==> src/rtl/instr_fetch_unit.sv <==
// rtl/instr_fetch_unit.sv - instruction fetch stage between the PC and instruction memory
//
// Samples the PC on a fetch request, runs one valid/ready request to
// instruction memory, waits up to TIMEOUT cycles for the response and
// latches it into the instruction register. disablepc is low only in the
// single DONE cycle, so the PC advances exactly once per successful fetch.
//
// Ports:
//   clk, rst_n                     clock, asynchronous active-low reset
//   fetch_req                      start a fetch (sampled in IDLE only)
//   pc_addr                        current PC value
//   disablepc                      1 = PC holds, 0 = PC loads
//   imem_req_valid/ready/addr      request channel to instruction memory
//   imem_rsp_valid/data            response channel from instruction memory
//   ir, ir_valid                   instruction register and its update pulse
//   fetch_err                      pulse on misaligned address or timeout
//   busy                           fetch in progress (state != IDLE)

module instr_fetch_unit #(
    parameter int ADDR_W  = 32,
    parameter int DATA_W  = 32,
    parameter int TIMEOUT = 15
) (
    input  logic              clk,
    input  logic              rst_n,
    input  logic              fetch_req,
    input  logic [ADDR_W-1:0] pc_addr,
    output logic              disablepc,
    output logic              imem_req_valid,
    input  logic              imem_req_ready,
    output logic [ADDR_W-1:0] imem_req_addr,
    input  logic              imem_rsp_valid,
    input  logic [DATA_W-1:0] imem_rsp_data,
    output logic [DATA_W-1:0] ir,
    output logic              ir_valid,
    output logic              fetch_err,
    output logic              busy
);

    localparam int CNT_W = $clog2(TIMEOUT + 1);
    localparam logic [CNT_W-1:0] CNT_LAST = CNT_W'(TIMEOUT - 1);

    typedef enum logic [2:0] {
        ST_IDLE = 3'd0,
        ST_REQ  = 3'd1,
        ST_WAIT = 3'd2,
        ST_DONE = 3'd3,
        ST_ERR  = 3'd4
    } state_t;

    state_t            state_q;
    logic [ADDR_W-1:0] addr_q;
    logic [DATA_W-1:0] ir_q;
    logic [CNT_W-1:0]  cnt_q;

    always_ff @(posedge clk or negedge rst_n) begin
        if (!rst_n) begin
            state_q <= ST_IDLE;
            addr_q  <= '0;
            ir_q    <= '0;
            cnt_q   <= '0;
        end else begin
            case (state_q)
                ST_IDLE: begin
                    if (fetch_req) begin
                        addr_q <= pc_addr;
                        // Misaligned fetches never reach memory.
                        if (pc_addr[1:0] != 2'b00) begin
                            state_q <= ST_ERR;
                        end else begin
                            state_q <= ST_REQ;
                        end
                    end
                end
                ST_REQ: begin
                    if (imem_req_ready) begin
                        state_q <= ST_WAIT;
                        cnt_q   <= '0;
                    end
                end
                ST_WAIT: begin
                    // A response on the last allowed cycle beats the timeout.
                    if (imem_rsp_valid) begin
                        ir_q    <= imem_rsp_data;
                        state_q <= ST_DONE;
                    end else if (cnt_q == CNT_LAST) begin
                        state_q <= ST_ERR;
                    end else begin
                        cnt_q <= cnt_q + 1'b1;
                    end
                end
                ST_DONE: state_q <= ST_IDLE;
                ST_ERR:  state_q <= ST_IDLE;
                default: state_q <= ST_IDLE;
            endcase
        end
    end

    // Outputs are pure decodes of registered state, so they are glitch-free
    // with respect to the inputs.
    assign imem_req_valid = (state_q == ST_REQ);
    assign imem_req_addr  = addr_q;
    assign ir             = ir_q;
    assign ir_valid       = (state_q == ST_DONE);
    assign fetch_err      = (state_q == ST_ERR);
    assign disablepc      = (state_q != ST_DONE);
    assign busy           = (state_q != ST_IDLE);

endmodule

==> config.mk <==
export PLATFORM = sky130hd
export DESIGN_NAME = instr_fetch_unit
export DESIGN_NICKNAME = d
export VERILOG_FILES = /design/src/rtl/instr_fetch_unit.sv
export SDC_FILE = /design/constraint.sdc
export NUM_CORES = 1
export LEC_CHECK = 0
export BUFFER_PORTS_ARGS = -buffer_cell sky130_fd_sc_hd__buf_2
export CORE_MARGIN = 2
export CORE_UTILIZATION = 35
export CTS_BUF_LIST = sky130_fd_sc_hd__clkbuf_2 sky130_fd_sc_hd__clkbuf_4 sky130_fd_sc_hd__clkbuf_8
export DETAILED_ROUTE_END_ITERATION = 12
export GPL_TIMING_DRIVEN = 0
export PLACE_DENSITY_LB_ADDON = 0.08
export SETUP_SLACK_MARGIN = 0.3
export SLEW_MARGIN = 20
export SYNTH_ARGS = -nofsm -noshare
export SYNTH_HDL_FRONTEND = slang
export SYNTH_SLANG_ARGS = --single-unit
==> constraint.sdc <==
create_clock -name clk -period 2 [get_ports clk]
set_input_delay 0.1 -clock clk [delete_from_list [all_inputs] [get_ports clk]]
set_output_delay 0.1 -clock clk [all_outputs]
set_load 0.01 [all_outputs]
==> metrics, run 1 <==
Worst Setup Path Type reg -> reg; register area share after synthesis 59.5%; Critical Path Sink Type flop; critical path required time 2.22 ns; CP Max Fanout 10; gr ovfl total 0; Final Critical Period around 1.7 ns; Total Power around 6.5 mW; number of remaining DRC errors 0; DIE HEIGHT 96.4 µm; Sw Share between 30% and 40%; WL per Instance 13.6 µm; first-pass detailed-route iteration total 4; Layout Nets 469; vias per cell ~4.4; CTS sink cnt 71; leakage dissipation around 2.4 nW; largest net degree at the start of global routing 45; post-route setup slack 0.280 ns; P&R area growth vs syn 57.3%; die width 96.4 µm; Max-slew headroom a little under 70%; crit path launch type flop; # rows 33; port buffer count approximately 140; Hold Path Class in -> reg; global-route wire length before repair between 10000 and 15000 µm; H-tree levels 3; drt initial violations 61; Final Instance Count excl. Fillers about 510; Initial Util 36.2%; crit path DAT 1.94 ns; deepest clock path buffer count 2; PD cells 1370 nW/µm²; vias ~2200; post-synthesis net count 256; Fillers 681; Core Area 8260 µm²; worst hold slack 0.0436 ns; Clk pwr share around 17%; cts bufs inserted 9; register share of total power 38.5%; Synth warnings 0; vias in the first global route 2265; GRT Util Overall between 10% and 20%; DP HPWL 4470 µm; outcome completed; worst slew pin tran 0.462 ns; routability congestion estimate 0.724; share of cells above drive strength 1 56.3%; sw power 2.10 mW; CTS tree built; Setup Total Neg Slack 0 ns; Cell Int Power 4.36 mW; MaxCap Viol Count 0; Routed WL about 6900 µm; clock-pin slew on the worst setup and hold paths approximately 0.08 ns; I/O pin total 138; fin util approximately 57%; Setup WS pre-CTS 0.278 ns; hold violation total from the final report 0; final instance area ~4700 µm²; # diodes 0; Placement Cell Area 3830 µm²; combinational share of power 44.1%; RSZ-0062 raised after global routing yes; Slew Limit Fails 0; root buf cell clkbuf_8; Inst Count DP around 430; remaining antenna violation count 0; count of final setup violators 0; Setup Skew 0.00615 ns; Synth cell types 31; fmax 0.581 GHz; Worst-Skew Late Latency 0.34 ns; ratio of final minimum period to clock period about 86%; Synth Area per Inst ~16 µm²; synthesized instance count 185; initial antenna violation count 0; full die area 9280 µm²; Post-Syn Area 2990 µm²; VDD IR max 0.000548 V; flop and latch count out of synthesis 71
-- sequential cells by signal, indices dropped and copies added, names as in the netlist --
register       cells
cnt_q              4
imem_req_addr     32
ir                32
state_q            3
-- placed cells by master (no fill, tap or decap), types with 2 or more instances in the layout --
cell type,instances
a21oi_1,2
and3_1,3
buf_12,3
buf_2,137
buf_4,2
buf_6,4
clkbuf_8,9
clkinv_2,3
clkinv_4,2
dfrtp_1,71
dlygate4sd3_1,63
ha_1,2
inv_1,3
mux2_1,6
mux2_2,28
mux2_4,30
mux2i_1,2
nand2_1,6
nand3_1,2
nor2_1,2
nor3b_1,2
nor4_1,2
o21ai_0,2
-- layer usage --
layer  vias up  global-route usage (%)  wire [µm]
li1       1083                       -          -
met1      1057                    18.9       3010
met2        78                    25.1       3360
met3        10                    3.05        421
met4         0                    7.04        104
met5         -                       0          0
-- power groups by stage --
stage / Sequential [mW] / Clock, mW / Combinational (mW)
finish: 2.49 / 1.12 / 2.84
global route: 2.59 / 1.24 / 3.09
CTS: 2.49 / 1.17 / 2.85
detailed placement: 2.51 / 0 / 2.73
global placement: 2.49 / 0 / 2.70
floorplan: 2.83 / 0 / 1.39
-- cells in the mapped netlist --
cell       instances  area, µm²
dfrtp_1           71       1780
nor2_1             3       11.3
mux2i_1            2       20.0
and3b_1            1       8.76
nand2_1            6       22.5
mux2_2            28        315
nor4b_2            1       15.0
and3_1             3       18.8
and4b_1            1       10.0
nand4bb_1          1       11.3
ha_1               2       25.0
a41o_1             1       10.0
a21o_1             1       7.51
a21oi_1            2       10.0
nand3_1            2       10.0
clkbuf_1           1       3.75
nor4_1             2       12.5
nand4_1            1       6.26
mux2_1             6       67.6
buf_8              3       45.0
or3_4              1       11.3
buf_6              1       11.3
a31o_2             1       8.76
inv_1              3       11.3
buf_4              3       22.5
nor3b_1            2       15.0
mux2_4            30        450
nor2_8             1       20.0
o21ai_0            2       10.0
nand3b_1           1       7.51
buf_2              2       10.0
-- cell type report --
cell class | count | area (µm²) | share of cell area [%]
timing repair buffer | 202 | 1350 | 28.8
tap | 105 | 131 | 2.80
clock buffer | 9 | 124 | 2.64
inverter | 3 | 11.3 | 0.240
multi-input combinational | 101 | 1110 | 23.6
clock inverter | 7 | 71.3 | 1.52
buffer | 10 | 121 | 2.58
sequential | 71 | 1780 | 37.8
-- final timing paths --
check | from | end | slack, ns | cells past startpoint
worst max-delay path | state_q[0]$_DFFE_PN0P_ | imem_req_addr[6]$_DFFE_PN0P_ | 0.28 | 5
worst min-delay path | fetch_req | state_q[0]$_DFFE_PN0P_ | 0.04 | 3
worst max register to register | state_q[0]$_DFFE_PN0P_ | imem_req_addr[6]$_DFFE_PN0P_ | 0.28 | 5
worst min register to register | ir[24]$_DFFE_PN0N_ | ir[24]$_DFFE_PN0N_ | 0.49 | 1
max in group asynchronous | rst_n | ir[7]$_DFFE_PN0N_ | 1.24 | 3
min in group asynchronous | rst_n | ir[10]$_DFFE_PN0N_ | 0.23 | 2
-- worst max-delay path, cell delays in order (launching register included) --
cell and delay, ns:
dfrtp_1 0.40, buf_6 0.15, or3_4 0.42, nor2_8 0.16, buf_12 0.17, mux2_4 0.30
-- kinds of logic (layout without fill, tap and decap cells) --
logic type / count (synthesis) / in the layout / synth area share [%]
flops: 71 / 71 / 59.5
mux: 66 / 66 / 28.6
simple gates: 26 / 26 / 6.04
buf+inv: 13 / 231 / 3.48
compound gates: 7 / 7 / 1.55
fa+ha+maj: 2 / 2 / 0.838
-- repair_timing --
| item | in CTS | in global routing |
|---|---|---|
| endpoints found under the setup margin | 30 | 62 |
| resized for setup | 1 | 7 |
| gates cloned | 0 | 0 |
| endpoints found under the hold margin | 89 | 0 |
| buffers inserted | 1 | 0 |
| hold buffers | 63 | 0 |
Note: power is estimated with default switching activity, not from simulation.
==> run 2: changes to the inputs <==
--- a/config.mk
+++ b/config.mk
@@ -8,6 +8,7 @@
 export BUFFER_PORTS_ARGS = -buffer_cell sky130_fd_sc_hd__buf_2
 export CORE_MARGIN = 2
-export CORE_UTILIZATION = 35
+export CORE_UTILIZATION = 30
 export CTS_BUF_LIST = sky130_fd_sc_hd__clkbuf_2 sky130_fd_sc_hd__clkbuf_4 sky130_fd_sc_hd__clkbuf_8
+export CTS_CLUSTER_SIZE = 40
 export DETAILED_ROUTE_END_ITERATION = 12
 export GPL_TIMING_DRIVEN = 0
==> constraint.sdc (replaced) <==
create_clock -name clk -period 2 [get_ports clk]
set_input_delay 0.1 -clock clk [delete_from_list [all_inputs] [get_ports clk]]
set_output_delay 0.1 -clock clk [all_outputs]
set_load 0.02 [all_outputs]
==> run 2 against run 1 <==
Against the previous run: routed wire length grew 6.9%; worst hold slack lost 0.024 ns; cell count is 5.9% higher; setup slack improved by 0.0034 ns; via count up 3.3%; register-to-register slack about the same; core utilization decreased by 8.2 points; sequential cell count unchanged; non-clock buffer count grew 3; combinational power is 22% higher; first-iteration DRC count is 6.6% lower; critical path type unchanged; largest cell class unchanged.
==> metrics, run 2 (synthesized netlist as in run 1, its figures left out) <==
CP Max Fanout 10; WL per Instance about 14 µm; leakage dissipation 2.37 nW; PD cells 1470 nW/µm²; Layout Nets 472; Initial Util 30.7%; DR top layer met4; clock-pin slew on the worst setup and hold paths 0.08 ns; share of cells above drive strength 1 56.5%; vias in the first global route 2409; P&R area growth vs syn 58.7%; crit path buf inv count 2; Setup Skew 0.00632 ns; met2 wire length around 3600 µm; Worst-Skew Late Latency between 0.3 and 0.4 ns; deepest clock path buffer count 2; routability congestion estimate between 0.7 and 0.8; Worst Setup Path Type reg -> reg; critical path required time 2.23 ns; outcome completed; worst-path cell chain buf_6 > or3_4 > nor2_8 > buf_12 > mux2_4; # rows 36; MaxCap Viol Count 0; global-route wire length before repair 12000 µm; Routed WL about 7400 µm; fmax between 0.5 and 0.6 GHz; full die area 10800 µm²; I/O pin total 138; DP HPWL 4820 µm; DRT met1 WL 3310 µm; Final Critical Period about 1.7 ns; H-tree levels 3; CTS tree built; hold violation total from the final report 0; count of final setup violators 0; GRT Util Overall between 10 and 15%; Hold Path Class in -> reg; remaining antenna violation count 0; port buffer count 137; root buf cell clkbuf_8; Setup WS pre-CTS ~0.26 ns; CTS sink cnt a little over 70; number of remaining DRC errors 0; vias around 2300; Setup Total Neg Slack 0 ns; worst hold slack 0.0194 ns; fin util 48.7%; VDD IR max 0.000596 V; vias per cell around 4.3; DIE HEIGHT 104 µm; drt initial violations 57; Critical Path Sink Type flop; largest net degree at the start of global routing 54; top cell family by delay on the critical path simple AND/OR/NAND/NOR gates; Max-slew headroom 69.1%; # diodes 0; die width 104 µm; first-pass detailed-route iteration total 4; met3 wire len between 300 and 400 µm; most common cell after layout, fill and taps aside buf_2; worst slew pin tran about 0.46 ns; Total Power 6.97 mW; max incr delay on CP 0.42 ns; initial antenna violation count 0; gr ovfl total 0; crit path DAT 1.95 ns; Slew Limit Fails 0; most frequent cells in the layout buf_2, dfrtp_1, dlygate4sd3_1; post-route setup slack 0.283 ns; ratio of final minimum period to clock period 85.9%; cts bufs inserted 9; Worst path slowest cell or3_4; Fillers 914; RSZ-0062 raised after global routing yes; Core Area 9730 µm²; crit path launch type flop
==> run 2: cell type report <==
| class | instances | area, µm² | area share [%] |
|---|---|---|---|
| clock buffers | 9 | 124 | 2.61 |
| flip-flops and latches | 71 | 1780 | 37.5 |
| well taps | 133 | 166 | 3.51 |
| multi-input cells | 101 | 1110 | 23.5 |
| repair buffers | 205 | 1380 | 29.1 |
| plain buffers | 10 | 125 | 2.64 |
| inverters | 3 | 11.3 | 0.238 |
| clock inverters | 6 | 38.8 | 0.819 |
==> run 2: stage by stage <==
step / area [µm²] / instances
after floorplan: 2990 / 185
after global placement: 3840 / 455
after detailed placement: 3870 / 456
after CTS: 4690 / 535
after global routing: 4740 / 538
final: 4740 / 538
==> run 2: worst register-to-register path, cell delays in order (launching register included) <==
cell     delay (ns)
dfrtp_1        0.40
buf_6          0.13
or3_4          0.42
nor2_8         0.18
buf_12         0.17
mux2_4         0.31
==> run 2: per-layer routing <==
metal  vias to the layer above  track usage [%]
li1                       1087                -
met1                      1137             18.0
met2                        66             22.4
met3                        12             3.21
met4                         0             6.76
met5                         -                0
==> run 2: worst paths after layout <==
| check | start | endpoint | slack [ns] | depth (start not counted) |
|---|---|---|---|---|
| setup / recovery | state_q[0]$_DFFE_PN0P_ | imem_req_addr[23]$_DFFE_PN0P_ | 0.28 | 5 |
| hold / removal | pc_addr[0] | imem_req_addr[0]$_DFFE_PN0P_ | 0.02 | 2 |
| setup reg to reg | state_q[0]$_DFFE_PN0P_ | imem_req_addr[23]$_DFFE_PN0P_ | 0.28 | 5 |
| hold reg to reg | ir[15]$_DFFE_PN0N_ | ir[15]$_DFFE_PN0N_ | 0.48 | 1 |
| max in group asynchronous | rst_n | state_q[1]$_DFFE_PN0P_ | 1.27 | 3 |
| min in group asynchronous | rst_n | ir[27]$_DFFE_PN0N_ | 0.17 | 2 |
==> run 2: power by group <==
group          leakage (nW)  internal, mW  switching, mW
clock network        0.0809         0.438          0.563
registers             0.854          2.14          0.359
logic                  1.44          1.70           1.77
==> run 2: repair_timing <==
item	4_1_cts	5_1_grt
hold endpoints to repair	133	0
buffers inserted	1	3
gates cloned	0	0
endpoints found under the setup margin	60	62
pin swaps	1	1
hold buffers	63	0
gates resized for setup	4	8
==> run 3: changes to the inputs <==
==> constraint.sdc (replaced) <==
create_clock -name clk -period 2 [get_ports clk]
set_input_delay 0.4 -clock clk [delete_from_list [all_inputs] [get_ports clk]]
set_output_delay 0.4 -clock clk [all_outputs]
set_load 0.02 [all_outputs]
==> run 3 against run 2 <==
Against the previous run: setup slack worse by 0.091 ns; register-to-register slack worse by 0.09 ns; combinational power about the same; core utilization down 5.6 points; global-route usage down 0.87 points.
==> metrics, run 3 (synthesized netlist as in run 1, its figures left out) <==
outcome completed; Slew Limit Fails 0; DP HPWL 4820 µm; P&R area growth vs syn 40.3%; CP Max Fanout 10; crit path launch type flop; deepest clock path buffer count 2; Layout Nets 413; most common cell after layout, fill and taps aside buf_2; fmax 0.553 GHz; Worst-Skew Late Latency 0.35 ns; remaining antenna violation count 0; VDD IR max 0.000622 V; Worst path slowest cell dfrtp_1; die width 104 µm; most frequent CP cell buf_12; post-route setup slack between 0.15 and 0.2 ns; met3 Track Usage GR 3.34%; drt initial violations 41; Worst Setup Path Type reg -> reg; vias in the first global route around 2100; I/O pin total between 100 and 150; Initial Util between 30% and 40%; met1 Use GR ~17%; Fillers 983; # rows 36; leakage dissipation 2.15 nW; global-route wire length before repair 11100 µm; hold violation total from the final report 0; Reg area 1780 µm²; Routed WL 6830 µm; worst hold slack 0.261 ns; CTS sink cnt 71; port buffer count 137; clock-pin slew on the worst setup and hold paths 0.09 ns; ratio of final minimum period to clock period 90.4%; routability congestion estimate ~0.74; Core Area 9730 µm²; vias 2062; DIE HEIGHT 104 µm; area of the multi-input gates roughly 1100 µm²; GRT Util Overall 13.2%; largest net degree at the start of global routing between 50 and 60; crit path DAT 2.04 ns; RSZ-0062 raised after global routing yes; Max-slew headroom 68.8%; critical path required time 2.23 ns; Critical Path Sink Type flop; full die area 10800 µm²; Total Power 7.00 mW; count of final setup violators 0; worst slew pin tran 0.467 ns; Final Critical Period 1.81 ns; gr ovfl total 0; PD cells 1670 nW/µm²; Setup Skew 0.0111 ns; max incr delay on CP 0.39 ns; MaxCap Viol Count 0; number of remaining DRC errors 0; share of cells above drive strength 1 67.6%; reg2reg path depth 6; worst-path cell chain buf_6 > or3_4 > buf_12 > nor2_8 > buf_12 > mux2_4; hold path depth 2; WL per Instance 14.3 µm; H-tree levels 3; root buf cell clkbuf_8; first-pass detailed-route iteration total 4; GR peak layer met2; CTS tree built; # diodes 0; cts bufs inserted 9; initial antenna violation count 0; most frequent cells in the layout buf_2, dfrtp_1, mux2_4; Setup Total Neg Slack 0 ns; Setup WS pre-CTS 0.260 ns; vias per cell 4.30; grt met2 use 20.9%; Hold Path Class in -> reg
## run 3: cell types whose count changed in the layout (fill, tap and decap cells not counted), moves of 2 or more
cell | before | now
nor3b_2 | 0 | 2
buf_2 | 137 | 133
buf_6 | 4 | 8
buf_4 | 4 | 8
nor3b_1 | 2 | 0
dlygate4sd3_1 | 63 | 1
## run 3: metrics by stage
step                      cell area (µm²)  instances  util, %
after global placement               3840        455     39.4
after global routing                 4190        479     43.0
after detailed placement             3870        456     39.8
after CTS                            4120        474     42.3
final                                4190        479     43.0
after floorplan                      2990        185        -
## run 3: timing repair
item | 4_1_cts | 5_1_grt
hold endpoints to repair | 18 | 0
pin swaps | 2 | 1
hold buffers | 1 | 0
gates resized for setup | 12 | 11
setup buffers | 2 | 5
setup endpoints to repair | 65 | 67
## run 3: critical path, delay by kind of cell, from the launching register on
kind | cells | cell delay, ns
DFF | 1 | 0.39
buffers and inverters | 3 | 0.44
and+or+nand+nor | 2 | 0.56
muxes | 1 | 0.30
## run 3: final cells by class
type | count | area share [%]
inverter | 3 | 0.269
tap | 133 | 3.97
multi-input combinational | 101 | 26.8
timing repair buffer | 146 | 19.5
sequential | 71 | 42.4
clock buffer | 9 | 2.96
clock inverter | 6 | 0.926
buffer | 10 | 3.11
## run 3: path summary, 6_finish.rpt
path / from / end / slack [ns]
max reg2reg: state_q[0]$_DFFE_PN0P_ / imem_req_addr[11]$_DFFE_PN0P_ / 0.19
min in group asynchronous: rst_n / ir[23]$_DFFE_PN0N_ / 0.47
max in group asynchronous: rst_n / state_q[2]$_DFFE_PN0P_ / 0.96
min: imem_rsp_data[24] / ir[24]$_DFFE_PN0N_ / 0.26
max: state_q[0]$_DFFE_PN0P_ / imem_req_addr[11]$_DFFE_PN0P_ / 0.19
min reg2reg: ir[15]$_DFFE_PN0N_ / ir[15]$_DFFE_PN0N_ / 0.49
## run 3: report_power, final
group          internal (mW)  switching, mW
registers               2.14          0.351
logic                   1.74           1.76
clock network          0.439          0.571
## run 3: routing by layer
layer | wire length [µm] | part of all wire (%) | vias up
met5 | 0 | 0 | -
met4 | 125 | 1.8 | 0
met3 | 321 | 4.7 | 10
met2 | 3330 | 49 | 63
met1 | 3060 | 45 | 1021
li1 | - | - | 968
